[src/rtl/maxnet_pkg.sv]
// -----------------------------------------------------------------------------
// maxnet_pkg
// Shared definitions for the Maxnet iteration controller:
//   - default parameter constants
//   - FSM state type (IDLE..DONE)
//   - popcount / one-hot index helpers used by maxnet_winner_sel
// Optional feature macro used by the controller: MAXNET_TIMEOUT_EN
// -----------------------------------------------------------------------------
package maxnet_pkg;

  localparam int unsigned N_NEURONS_DEF   = 4;
  localparam int unsigned MAX_ITER_DEF    = 16;
  localparam int unsigned TIMEOUT_CYC_DEF = 256;

  // Helper functions operate on a fixed-width vector; callers zero-extend.
  localparam int unsigned VEC_MAX_W = 32;

  typedef enum logic [2:0] {
    ST_IDLE   = 3'd0,
    ST_LOAD   = 3'd1,
    ST_KICK   = 3'd2,
    ST_WAIT   = 3'd3,
    ST_EVAL   = 3'd4,
    ST_UPDATE = 3'd5,
    ST_DONE   = 3'd6
  } state_t;

  function automatic int unsigned popcount(input logic [VEC_MAX_W-1:0] v);
    int unsigned c;
    c = 0;
    for (int unsigned i = 0; i < VEC_MAX_W; i++) begin
      if (v[i]) c++;
    end
    return c;
  endfunction

  // Index of the highest set bit; only meaningful when v is one-hot.
  function automatic int unsigned onehot_idx(input logic [VEC_MAX_W-1:0] v);
    int unsigned idx;
    idx = 0;
    for (int unsigned i = 0; i < VEC_MAX_W; i++) begin
      if (v[i]) idx = i;
    end
    return idx;
  endfunction

endpackage

[src/rtl/maxnet_iter_ctrl_if.sv]
// -----------------------------------------------------------------------------
// maxnet_iter_ctrl_if
// Bundles the controller's handshake, PLU strobes and result signals.
//   master : run requester / PLU side (drives start, plu_done, alive)
//   slave  : maxnet_iter_ctrl (drives strobes, status and results)
// Signals:
//   start, plu_done, alive[N_NEURONS]            requester/PLU -> controller
//   start_plu, we_a_reg, eps_reg_we, we_prim,
//   rst, mux_sel, busy, finish                    controller strobes/status
//   iter_cnt[ITER_W], winner_idx[IDX_W],
//   winner_valid, no_winner, limit_hit, timeout   controller results
// -----------------------------------------------------------------------------
interface maxnet_iter_ctrl_if #(
  parameter int unsigned N_NEURONS = maxnet_pkg::N_NEURONS_DEF,
  parameter int unsigned MAX_ITER  = maxnet_pkg::MAX_ITER_DEF
);
  localparam int unsigned ITER_W = $clog2(MAX_ITER + 1);
  localparam int unsigned IDX_W  = $clog2(N_NEURONS);

  logic                 start;
  logic                 plu_done;
  logic [N_NEURONS-1:0] alive;
  logic                 start_plu;
  logic                 we_a_reg;
  logic                 eps_reg_we;
  logic                 we_prim;
  logic                 rst;
  logic                 mux_sel;
  logic                 busy;
  logic                 finish;
  logic [ITER_W-1:0]    iter_cnt;
  logic [IDX_W-1:0]     winner_idx;
  logic                 winner_valid;
  logic                 no_winner;
  logic                 limit_hit;
  logic                 timeout;

  modport master (
    output start, plu_done, alive,
    input  start_plu, we_a_reg, eps_reg_we, we_prim, rst, mux_sel, busy, finish,
    input  iter_cnt, winner_idx, winner_valid, no_winner, limit_hit, timeout
  );

  modport slave (
    input  start, plu_done, alive,
    output start_plu, we_a_reg, eps_reg_we, we_prim, rst, mux_sel, busy, finish,
    output iter_cnt, winner_idx, winner_valid, no_winner, limit_hit, timeout
  );

endinterface

[src/rtl/maxnet_winner_sel.sv]
// -----------------------------------------------------------------------------
// maxnet_winner_sel
// Combinational survivor classification of the alive vector.
// Ports:
//   i_alive  in  N_NEURONS  per-lane activation>0 flags
//   o_none   out 1          no lane alive
//   o_one    out 1          exactly one lane alive
//   o_many   out 1          more than one lane alive
//   o_idx    out IDX_W      index of the surviving lane (valid with o_one)
// -----------------------------------------------------------------------------
module maxnet_winner_sel
  import maxnet_pkg::*;
#(
  parameter int unsigned N_NEURONS = N_NEURONS_DEF,
  localparam int unsigned IDX_W    = $clog2(N_NEURONS)
) (
  input  logic [N_NEURONS-1:0] i_alive,
  output logic                 o_none,
  output logic                 o_one,
  output logic                 o_many,
  output logic [IDX_W-1:0]     o_idx
);

  logic [VEC_MAX_W-1:0] w_vec;
  int unsigned          w_pc;

  always_comb begin
    w_vec                 = '0;
    w_vec[N_NEURONS-1:0]  = i_alive;
    w_pc                  = popcount(w_vec);
    o_none                = (w_pc == 0);
    o_one                 = (w_pc == 1);
    o_many                = (w_pc > 1);
    o_idx                 = IDX_W'(onehot_idx(w_vec));
  end

endmodule

[src/rtl/maxnet_iter_ctrl.sv]
// -----------------------------------------------------------------------------
// maxnet_iter_ctrl
// Maxnet sequencing FSM: loads weights/epsilon/primary input, then repeats
// the PLU inhibition step until one lane survives, all lanes die, or
// MAX_ITER steps have run. All outputs are registered and Moore-decoded.
// Ports:
//   clk      in  rising-edge clock
//   rst_cnt  in  synchronous active-high reset (valid in any state)
//   bus      maxnet_iter_ctrl_if.slave: start/plu_done/alive in; PLU strobes,
//            busy/finish, iter_cnt, winner_idx and status flags out
// Optional feature: define MAXNET_TIMEOUT_EN to add a PLU watchdog
// (parameter TIMEOUT_CYC); otherwise timeout stays 0 and WAIT holds forever.
// -----------------------------------------------------------------------------
module maxnet_iter_ctrl
  import maxnet_pkg::*;
#(
  parameter int unsigned N_NEURONS   = N_NEURONS_DEF,
  parameter int unsigned MAX_ITER    = MAX_ITER_DEF
`ifdef MAXNET_TIMEOUT_EN
  , parameter int unsigned TIMEOUT_CYC = TIMEOUT_CYC_DEF
`endif
) (
  input logic               clk,
  input logic               rst_cnt,
  maxnet_iter_ctrl_if.slave bus
);

  localparam int unsigned       ITER_W    = $clog2(MAX_ITER + 1);
  localparam int unsigned       IDX_W     = $clog2(N_NEURONS);
  localparam logic [ITER_W-1:0] LAST_STEP = ITER_W'(MAX_ITER - 1);

  state_t              r_state;
  logic                r_start_plu;
  logic                r_we_a_reg;
  logic                r_eps_reg_we;
  logic                r_we_prim;
  logic                r_dp_rst;
  logic                r_mux_sel;
  logic                r_busy;
  logic                r_finish;
  logic [ITER_W-1:0]   r_iter_cnt;
  logic [IDX_W-1:0]    r_winner_idx;
  logic                r_winner_valid;
  logic                r_no_winner;
  logic                r_limit_hit;
  logic                r_timeout;

  logic                w_none;
  logic                w_one;
  logic                w_many;
  logic [IDX_W-1:0]    w_idx;

`ifdef MAXNET_TIMEOUT_EN
  localparam int unsigned     WD_W    = $clog2(TIMEOUT_CYC + 1);
  localparam logic [WD_W-1:0] WD_LAST = WD_W'(TIMEOUT_CYC - 1);
  logic [WD_W-1:0] r_wdog;
`endif

  maxnet_winner_sel #(.N_NEURONS(N_NEURONS)) u_winner_sel (
    .i_alive (bus.alive),
    .o_none  (w_none),
    .o_one   (w_one),
    .o_many  (w_many),
    .o_idx   (w_idx)
  );

  // Strobes are assigned on the transition into their state so that each
  // output register mirrors the current state without a decode stage.
  always_ff @(posedge clk) begin
    if (rst_cnt) begin
      r_state        <= ST_IDLE;
      r_start_plu    <= 1'b0;
      r_we_a_reg     <= 1'b0;
      r_eps_reg_we   <= 1'b0;
      r_we_prim      <= 1'b0;
      r_dp_rst       <= 1'b0;
      r_mux_sel      <= 1'b0;
      r_busy         <= 1'b0;
      r_finish       <= 1'b0;
      r_iter_cnt     <= '0;
      r_winner_idx   <= '0;
      r_winner_valid <= 1'b0;
      r_no_winner    <= 1'b0;
      r_limit_hit    <= 1'b0;
      r_timeout      <= 1'b0;
`ifdef MAXNET_TIMEOUT_EN
      r_wdog         <= '0;
`endif
    end else begin
      r_start_plu  <= 1'b0;
      r_we_a_reg   <= 1'b0;
      r_eps_reg_we <= 1'b0;
      r_we_prim    <= 1'b0;
      r_dp_rst     <= 1'b0;
      r_mux_sel    <= 1'b0;
      r_finish     <= 1'b0;

      case (r_state)
        ST_IDLE: begin
          if (bus.start) begin
            r_state        <= ST_LOAD;
            r_we_a_reg     <= 1'b1;
            r_eps_reg_we   <= 1'b1;
            r_we_prim      <= 1'b1;
            r_dp_rst       <= 1'b1;
            r_mux_sel      <= 1'b1;
            r_busy         <= 1'b1;
            r_iter_cnt     <= '0;
            r_winner_idx   <= '0;
            r_winner_valid <= 1'b0;
            r_no_winner    <= 1'b0;
            r_limit_hit    <= 1'b0;
            r_timeout      <= 1'b0;
          end
        end

        ST_LOAD: begin
          r_state     <= ST_KICK;
          r_start_plu <= 1'b1;
`ifdef MAXNET_TIMEOUT_EN
          r_wdog      <= '0;
`endif
        end

        ST_KICK: r_state <= ST_WAIT;

        ST_WAIT: begin
          if (bus.plu_done) begin
            r_state <= ST_EVAL;
`ifdef MAXNET_TIMEOUT_EN
          end else if (r_wdog == WD_LAST) begin
            r_state   <= ST_DONE;
            r_finish  <= 1'b1;
            r_timeout <= 1'b1;
          end else begin
            r_wdog <= r_wdog + WD_W'(1);
`endif
          end
        end

        ST_EVAL: begin
          // Reporting k for step k means counting the evaluated step here.
          if (w_one || w_none || r_iter_cnt == LAST_STEP) begin
            r_state        <= ST_DONE;
            r_finish       <= 1'b1;
            r_iter_cnt     <= r_iter_cnt + ITER_W'(1);
            r_winner_valid <= w_one;
            r_no_winner    <= w_none;
            r_limit_hit    <= w_many;
            if (w_one) r_winner_idx <= w_idx;
          end else begin
            r_state    <= ST_UPDATE;
            r_we_a_reg <= 1'b1;
          end
        end

        ST_UPDATE: begin
          r_state     <= ST_KICK;
          r_start_plu <= 1'b1;
          r_iter_cnt  <= r_iter_cnt + ITER_W'(1);
`ifdef MAXNET_TIMEOUT_EN
          r_wdog      <= '0;
`endif
        end

        ST_DONE: begin
          r_state <= ST_IDLE;
          r_busy  <= 1'b0;
        end

        default: r_state <= ST_IDLE;
      endcase
    end
  end

  assign bus.start_plu    = r_start_plu;
  assign bus.we_a_reg     = r_we_a_reg;
  assign bus.eps_reg_we   = r_eps_reg_we;
  assign bus.we_prim      = r_we_prim;
  assign bus.rst          = r_dp_rst;
  assign bus.mux_sel      = r_mux_sel;
  assign bus.busy         = r_busy;
  assign bus.finish       = r_finish;
  assign bus.iter_cnt     = r_iter_cnt;
  assign bus.winner_idx   = r_winner_idx;
  assign bus.winner_valid = r_winner_valid;
  assign bus.no_winner    = r_no_winner;
  assign bus.limit_hit    = r_limit_hit;
  assign bus.timeout      = r_timeout;

endmodule

[src/flat_wrapper.sv]
// flat-port wrapper written by rule: the top's interface ports become plain ports
module maxnet_iter_ctrl_flat import maxnet_pkg::*;
#(
  parameter int unsigned N_NEURONS   = N_NEURONS_DEF,
  parameter int unsigned MAX_ITER    = MAX_ITER_DEF

)
  (clk, rst_cnt, bus_start, bus_plu_done, bus_alive, bus_start_plu, bus_we_a_reg, bus_eps_reg_we, bus_we_prim, bus_rst, bus_mux_sel, bus_busy, bus_finish, bus_iter_cnt, bus_winner_idx, bus_winner_valid, bus_no_winner, bus_limit_hit, bus_timeout);
  maxnet_iter_ctrl_if #(.N_NEURONS(N_NEURONS), .MAX_ITER(MAX_ITER)) bus_i ();
  input logic clk;
  input logic rst_cnt;
  input wire logic [$bits(bus_i.start)-1:0] bus_start;
  input wire logic [$bits(bus_i.plu_done)-1:0] bus_plu_done;
  input wire logic [$bits(bus_i.alive)-1:0] bus_alive;
  output wire logic [$bits(bus_i.start_plu)-1:0] bus_start_plu;
  output wire logic [$bits(bus_i.we_a_reg)-1:0] bus_we_a_reg;
  output wire logic [$bits(bus_i.eps_reg_we)-1:0] bus_eps_reg_we;
  output wire logic [$bits(bus_i.we_prim)-1:0] bus_we_prim;
  output wire logic [$bits(bus_i.rst)-1:0] bus_rst;
  output wire logic [$bits(bus_i.mux_sel)-1:0] bus_mux_sel;
  output wire logic [$bits(bus_i.busy)-1:0] bus_busy;
  output wire logic [$bits(bus_i.finish)-1:0] bus_finish;
  output wire logic [$bits(bus_i.iter_cnt)-1:0] bus_iter_cnt;
  output wire logic [$bits(bus_i.winner_idx)-1:0] bus_winner_idx;
  output wire logic [$bits(bus_i.winner_valid)-1:0] bus_winner_valid;
  output wire logic [$bits(bus_i.no_winner)-1:0] bus_no_winner;
  output wire logic [$bits(bus_i.limit_hit)-1:0] bus_limit_hit;
  output wire logic [$bits(bus_i.timeout)-1:0] bus_timeout;
  assign bus_i.start = bus_start;
  assign bus_i.plu_done = bus_plu_done;
  assign bus_i.alive = bus_alive;
  assign bus_start_plu = bus_i.start_plu;
  assign bus_we_a_reg = bus_i.we_a_reg;
  assign bus_eps_reg_we = bus_i.eps_reg_we;
  assign bus_we_prim = bus_i.we_prim;
  assign bus_rst = bus_i.rst;
  assign bus_mux_sel = bus_i.mux_sel;
  assign bus_busy = bus_i.busy;
  assign bus_finish = bus_i.finish;
  assign bus_iter_cnt = bus_i.iter_cnt;
  assign bus_winner_idx = bus_i.winner_idx;
  assign bus_winner_valid = bus_i.winner_valid;
  assign bus_no_winner = bus_i.no_winner;
  assign bus_limit_hit = bus_i.limit_hit;
  assign bus_timeout = bus_i.timeout;
  maxnet_iter_ctrl #(.N_NEURONS(N_NEURONS), .MAX_ITER(MAX_ITER)) u_core (.clk(clk), .rst_cnt(rst_cnt), .bus(bus_i));
endmodule
[config.mk]
export PLATFORM = sky130hd
export DESIGN_NAME = maxnet_iter_ctrl_flat
export DESIGN_NICKNAME = d
export VERILOG_FILES = /design/src/rtl/maxnet_pkg.sv /design/src/rtl/maxnet_iter_ctrl_if.sv /design/src/rtl/maxnet_winner_sel.sv /design/src/rtl/maxnet_iter_ctrl.sv /design/src/flat_wrapper.sv
export SDC_FILE = /design/constraint.sdc
export NUM_CORES = 1
export LEC_CHECK = 0
export CORE_ASPECT_RATIO = 0.75
export CORE_MARGIN = 1.5
export CORE_UTILIZATION = 26
export CTS_BUF_LIST = sky130_fd_sc_hd__clkbuf_16
export CTS_CLUSTER_DIAMETER = 150
export CTS_CLUSTER_SIZE = 16
export DETAILED_ROUTE_END_ITERATION = 6
export GPL_TIMING_DRIVEN = 0
export PLACE_DENSITY = 0.56
export SYNTH_ARGS = -nofsm -noshare
export SYNTH_HDL_FRONTEND = slang
export SYNTH_SLANG_ARGS = --single-unit
[constraint.sdc]
create_clock -name clk -period 6.3 [get_ports clk]
set_clock_uncertainty 0.05 [all_clocks]
set_input_delay 0.945 -clock clk [delete_from_list [all_inputs] [get_ports clk]]
set_output_delay 0.945 -clock clk [all_outputs]
set_load 0.02 [all_outputs]
# After elaboration in Yosys (flattened, before gate mapping)

Index checks and enable logic that the tools add are counted.

$add $sub $neg: 4
Order comparisons: 1
Equality and inequality tests: 12
Mux-type cells: 32
Bitwise logic cells: 2
Reduce and logical (&&, ||, !) cells: 15

Operator list:

| kind                                                                             | count |
|---|---|
| 32-bit two-way mux                                                               | 3 |
| 32-bit by 1-bit adder with 32-bit output, second input constant                  | 2 |
| 32-bit by 1-bit equality test with 1-bit output, second input constant           | 1 |
| 32-bit by 1-bit greater-than comparator with 1-bit output, second input constant | 1 |
| 32-bit logical NOT                                                               | 1 |
| 3-bit case mux with 5 select lines                                               | 1 |
| 5-bit case mux with 3 select lines                                               | 1 |
| 2-bit two-way mux                                                                | 6 |
| 1-bit two-way mux                                                                | 11 |
| 5-bit two-way mux                                                                | 2 |
| 1-bit case mux with 2 select lines                                               | 5 |
| 3-bit equality test, second input constant                                       | 3 |
| 3-bit by 2-bit equality test with 1-bit output, second input constant            | 2 |
| 3-bit two-way mux                                                                | 2 |
| 3-bit AND reduction                                                              | 2 |
| 2-bit OR reduction                                                               | 3 |
| 5-bit by 1-bit adder with 5-bit output, second input constant                    | 1 |
| 5-bit by 4-bit equality test with 1-bit output, second input constant            | 1 |
| 2-bit by 1-bit != test with 1-bit output, second input constant                  | 2 |
| 2-bit != test, second input constant                                             | 2 |
| 2-bit case mux with 2 select lines                                               | 1 |
| 2-bit AND reduction                                                              | 2 |
| 4-bit AND reduction                                                              | 1 |
| 2-bit nonzero test                                                               | 2 |
| other kinds (6)                                                                  | 8 |

Flip-flop bits (word level): 18
Input bits: 8
Output and inout bits: 19
Word-level logic and storage cells: 77

# Depth between registers and ports, before layout

Gate-level depths: netlist (run 1).

Depth in word-level cells: 12
Gate-level depth with buffers: 10
Depth with buffers taken out: 10

# Hierarchy

A second synthesis (run 1) with hierarchy kept.

Cells, all modules: 131
Area, all modules: 1058.5 um2

Modules (own cells, without submodules):

| module            | times used | cells each | area each (um2) | sequential area each (um2) |
|---|---|---|---|---|
| maxnet_iter_ctrl  | 1          | 97         | 824.5           | 360.3 |
| maxnet_winner_sel | 1          | 34         | 234.0           | 0.0 |

# Least setup slack after synthesis (run 1)

OpenSTA, ideal clock, no wires.

Kind: input -> register
Start point: in bus_alive[0]
End point: reg u_core.r_iter_cnt[0], in the netlist u_core.bus.iter_cnt[0]
Library setup time: 0.082 ns
Arrival: 2.727 ns
Required time: 6.168 ns
Setup slack: 3.441 ns
Stages: 9
Buffers on the path: 0
Cells stage by stage: inv_1 -> ha_1 -> xor2_1 -> ha_1 -> nand2_1 -> o32a_1 -> and2_4 -> or4_1 -> o221ai_1

Cells in the longest elaborated chain, start to end: 12
Elaborated cells between the ends (all ways): 13
Classes of those cells: add/sub: 3; eq/ne: 2; mux: 4; reduce/logical: 4

Ends and longest elaborated chain:

| item                                                                                  | line                                             | RTL |
|---|---|---|
| start: declaration                                                                    | flat_wrapper.sv:14                               | `input wire logic [$bits(bus_i.alive)-1:0] bus_alive;` |
| 1-bit two-way mux (*)                                                                 | maxnet_pkg.sv:32                                 | `if (v[i]) c++;` |
| 1-bit by 1-bit adder with 2-bit output                                                | maxnet_pkg.sv:32                                 |  |
| 32-bit two-way mux (*)                                                                | maxnet_pkg.sv:32                                 |  |
| 32-bit by 1-bit adder with 32-bit output                                              | maxnet_pkg.sv:32                                 |  |
| 32-bit two-way mux (*)                                                                | maxnet_pkg.sv:32                                 |  |
| 32-bit by 1-bit adder with 32-bit output                                              | maxnet_pkg.sv:32                                 |  |
| 32-bit two-way mux (*)                                                                | maxnet_pkg.sv:32                                 |  |
| 32-bit by 1-bit equality test with 1-bit output or 32-bit logical NOT (tied branches) | maxnet_winner_sel.sv:32, maxnet_winner_sel.sv:31 |  |
| 1-bit logical OR (*) (2 in series)                                                    | maxnet_iter_ctrl.sv:143                          | `if (w_one \|\| w_none \|\| r_iter_cnt == LAST_STEP) begin` |
| 2-bit by 1-bit != test with 1-bit output (no source line) (*)                         | --                                               |  |
| 3-bit AND reduction (no source line) (*)                                              | --                                               |  |
| end signal: assignment                                                                | maxnet_iter_ctrl.sv:146                          | `r_iter_cnt <= r_iter_cnt + ITER_W'(1);` |
| end signal: assignment                                                                | maxnet_iter_ctrl.sv:160                          | `r_iter_cnt <= r_iter_cnt + ITER_W'(1);` |
| end: declaration                                                                      | maxnet_iter_ctrl.sv:41                           | `logic [ITER_W-1:0] r_iter_cnt;` |

Every way passes the cells marked *; elsewhere a longest branch is shown, timed or not.
A chain may end at the register's enable or synchronous reset.

# Worst setup path after layout (run 1)

Start point: in bus_alive[1]
End point: reg u_core.r_iter_cnt[2], in the netlist u_core.bus.iter_cnt[2]

Cells in the longest elaborated chain, start to end: 10
Elaborated cells between the ends (all ways): 11
Classes of those cells: add/sub: 2; eq/ne: 2; mux: 3; reduce/logical: 4

Ends and longest elaborated chain:

| item                                                                                  | line |
|---|---|
| 32-bit two-way mux (*)                                                                | maxnet_pkg.sv:32 |
| 32-bit by 1-bit adder with 32-bit output                                              | maxnet_pkg.sv:32 |
| 32-bit two-way mux (*)                                                                | maxnet_pkg.sv:32 |
| 32-bit by 1-bit adder with 32-bit output                                              | maxnet_pkg.sv:32 |
| 32-bit two-way mux (*)                                                                | maxnet_pkg.sv:32 |
| 32-bit by 1-bit equality test with 1-bit output or 32-bit logical NOT (tied branches) | maxnet_winner_sel.sv:32, maxnet_winner_sel.sv:31 |
| 1-bit logical OR (*) (2 in series)                                                    | maxnet_iter_ctrl.sv:143 |
| 2-bit by 1-bit != test with 1-bit output (no source line) (*)                         | -- |
| 3-bit AND reduction (no source line) (*)                                              | -- |

Marked as above.

==> impl_results.md, run 1 <==
- Yosys cell types: 41
- Footprint of the multi-input gates: 614 um2
- Syn Nets: 147
- I/O pin total: 27
- Setup crit start kind: input pin
- CP Max Fanout: 4
- Commonest non-fill, non-tap cell in the layout: clkdlybuf4s50_1
- Final hold vios: 0
- Unrepaired setup endpoints after global routing: false
- CTS H-tree depth: 1
- FF+latch count, synth: 18
- RR Startpoint: u_core.bus.iter_cnt[0]$_SDFFE_PP0P_
- Post-layout min period: 3.37 ns
- Area Growth Syn to Fin: 35.3%
- Worst-skew pair later-pin latency: 0.25 ns
- CTS resizes: 0
- Critical Path RT: 6.39 ns
- Top FF cell, synth: dfxtp_1
- Drt total wl: 2.51 mm
- Die area: 0.00447 mm2
- Outcome: completed
- GRT Util Overall: 12.2%
- Height of the die: 58.3 um
- Fillers: 404
- CTS tree: done
- Post-DRT Antenna Nets: 0
- Wire per inst: 11.8 um
- Max_cap viols: 0
- Worst Setup EP: u_core.bus.iter_cnt[2]$_SDFFE_PP0P_
- FF-to-FF path depth: 8
- Fmax: 297 MHz
- Most frequent cells in the layout: 23 x clkdlybuf4s50_1, 18 x nor2_1, 18 x dfxtp_1
- Via count: 992
- Num CTS Buffers: 3
- Reg area: 360 um2
- Crit path from: bus_alive[1]
- Hold_sp: u_core.bus.winner_valid$_SDFFE_PP0P_
- Pwr/cell area: 230 mW/mm2
- Vias per Instance: 4.66
- Hold Path Class: reg -> reg
- First-pass GRT wire length: 4.22 mm
- # setup viols final: 0
- CP Class: in -> reg
- Max reg flops: 5
- Post-layout util: 37.9%
- Post-CTS setup buffer count: 0
- Die W: 76.7 um
- Clk sink count: 18
- Aggregate global routing overflow: 0
- Pins Over Slew Limit: 0
- Power Total: 0.330 mW
- DRT Pass-1 Iters: 4
- Worst-path clk slew: 0.05 ns
- Initial Util: 28.0%
- HPWL Detailed: 1.93 mm
- Core area: 0.00378 mm2
- Max IR drop VDD: 0.000140 V
- Number of flops mapped to enable cells by yosys: 0
- Worst R2R Setup Slack: 3.84 ns
- Rows: 19
- Mapped Cells: 134
- Final Cell Area: 0.00143 mm2
- FFs w/ async S/R, synth: 0%
- Largest net degree at the start of global routing: 11
- Post-synthesis sequential area ratio: 34.0%
- Post-placement cell area: 0.00135 mm2
- Root Driver: clkbuf_16
- Initial antenna violation count: 0
- Antenna cell count: 0
- Mapped cell area: 0.00106 mm2
- Setup Total Neg Slack: 0 ns
- CTS max path bufs: 2
- CP Data Arrival Time: 3.46 ns
- Worst r2r dst: u_core.bus.iter_cnt[0]$_SDFFE_PP0P_
- # port buffers: 23
- Mean Syn Cell Area: 7.90 um2
- NumNets Final: 175
- Critical path capture point type: register
- Fraction of layout cells with a size suffix above 1: 9.94%
- Initial DRC Count: 41
- LEAKAGE: 0.551 nW
- Cts hold-fix bufs: 0
- Number of global-route vias before repair: 950
- WHS: 0.419 ns
- Remaining DRCs: 0
- Tcrit/Tclk final: 53.4%
- Gp weighted congestion: 0.810
- Yosys warns: 0
cell type report:
class	count	share of cell area [%]
flip-flops and latches	18	25.2
repair buffers	23	16.1
inverters	6	1.57
well taps	52	4.54
clock inverters	1	0.262
multi-input cells	100	42.9
plain buffers	10	4.28
clock buffers	3	5.24
critical path, cell delays in order:
cell and delay, ns:
clkdlybuf4s50_1 0.48, inv_1 0.06, ha_1 0.34, xor2_1 0.30, ha_1 0.25, a21oi_1 0.08, mux2i_1 0.25, a21oi_1 0.18
o311a_1 0.35, a31o_2 0.21
report_power, final:
group | switching (mW) | internal (mW) | total [mW] | leakage, nW
sequential | 0.00484 | 0.120 | 0.124 | 0.146
combinational | 0.0446 | 0.0333 | 0.0778 | 0.367
clock | 0.0435 | 0.0844 | 0.128 | 0.0385
kinds of logic after synthesis:
group | synth area share [%]
multiplexers | 4.02
XOR/XNOR | 2.48
AND/OR/NAND/NOR | 28.6
flip-flops | 34.0
adder cells (fa/ha/maj) | 5.91
buffers and inverters | 7.92
AO/OA/AOI/OAI | 16.7
other | 0.354
stage by stage:
stage	cells	worst slack (ns)
6_report	213	2.93
5_1_grt	213	2.75
4_1_cts	213	2.95
3_5_place_dp	209	2.70
3_3_place_gp	209	2.73
2_1_floorplan	134	3.44
cell usage after synthesis (all sizes together), types with 2 or more instances:
cell | count | area [um2]
a21oi | 11 | 55.1
and2 | 3 | 23.8
and3 | 3 | 18.8
buf | 6 | 46.3
clkbuf | 4 | 15.0
dfxtp | 18 | 360
ha | 5 | 62.6
inv | 6 | 22.5
mux2 | 2 | 22.5
mux2i | 2 | 20.0
nand2 | 13 | 48.8
nand2b | 6 | 37.5
nand3 | 6 | 30.0
nor2 | 18 | 67.6
nor3 | 3 | 15.0
o21ai | 3 | 15.0
o22ai | 3 | 18.8
or2 | 2 | 12.5
xnor2 | 2 | 17.5
layer usage:
layer	global-route usage (%)	share of wire (%)
met3	4.25	3.6
met5	0	0
met1	16.1	56
met4	5.56	1.2
met2	18.0	40
how the worst min path moves through the flow:
stage | endpoint | slack [ns] | depth (start not counted)
after floorplan | u_core.r_state[2]$_SDFFE_PP0P_ | 0.47 | 2
after global placement | u_core.bus.winner_valid$_SDFFE_PP0P_ | 0.41 | 2
after detailed placement | u_core.bus.winner_valid$_SDFFE_PP0P_ | 0.41 | 2
after CTS | u_core.bus.winner_valid$_SDFFE_PP0P_ | 0.42 | 2
after global routing | u_core.bus.winner_valid$_SDFFE_PP0P_ | 0.45 | 2
final | u_core.bus.winner_valid$_SDFFE_PP0P_ | 0.42 | 2
(Power assumes the default switching activity.)
==> inputs of run 2 (changes only) <==
clock period = 3.5 ns   (was 6.3 ns; I/O delays follow)
==> results of run 2 <==
The final DEF is identical to that of run 1. Status: completed.
Among the figures that moved: setup slack after placement 2.70 ns -> 0.320 ns; setup slack after layout 2.93 ns -> 0.555 ns; register-to-register setup slack 3.84 ns -> 1.04 ns; total power 0.330 mW -> 0.594 mW; worst IR drop on VDD 0.000140 V -> 0.000251 V
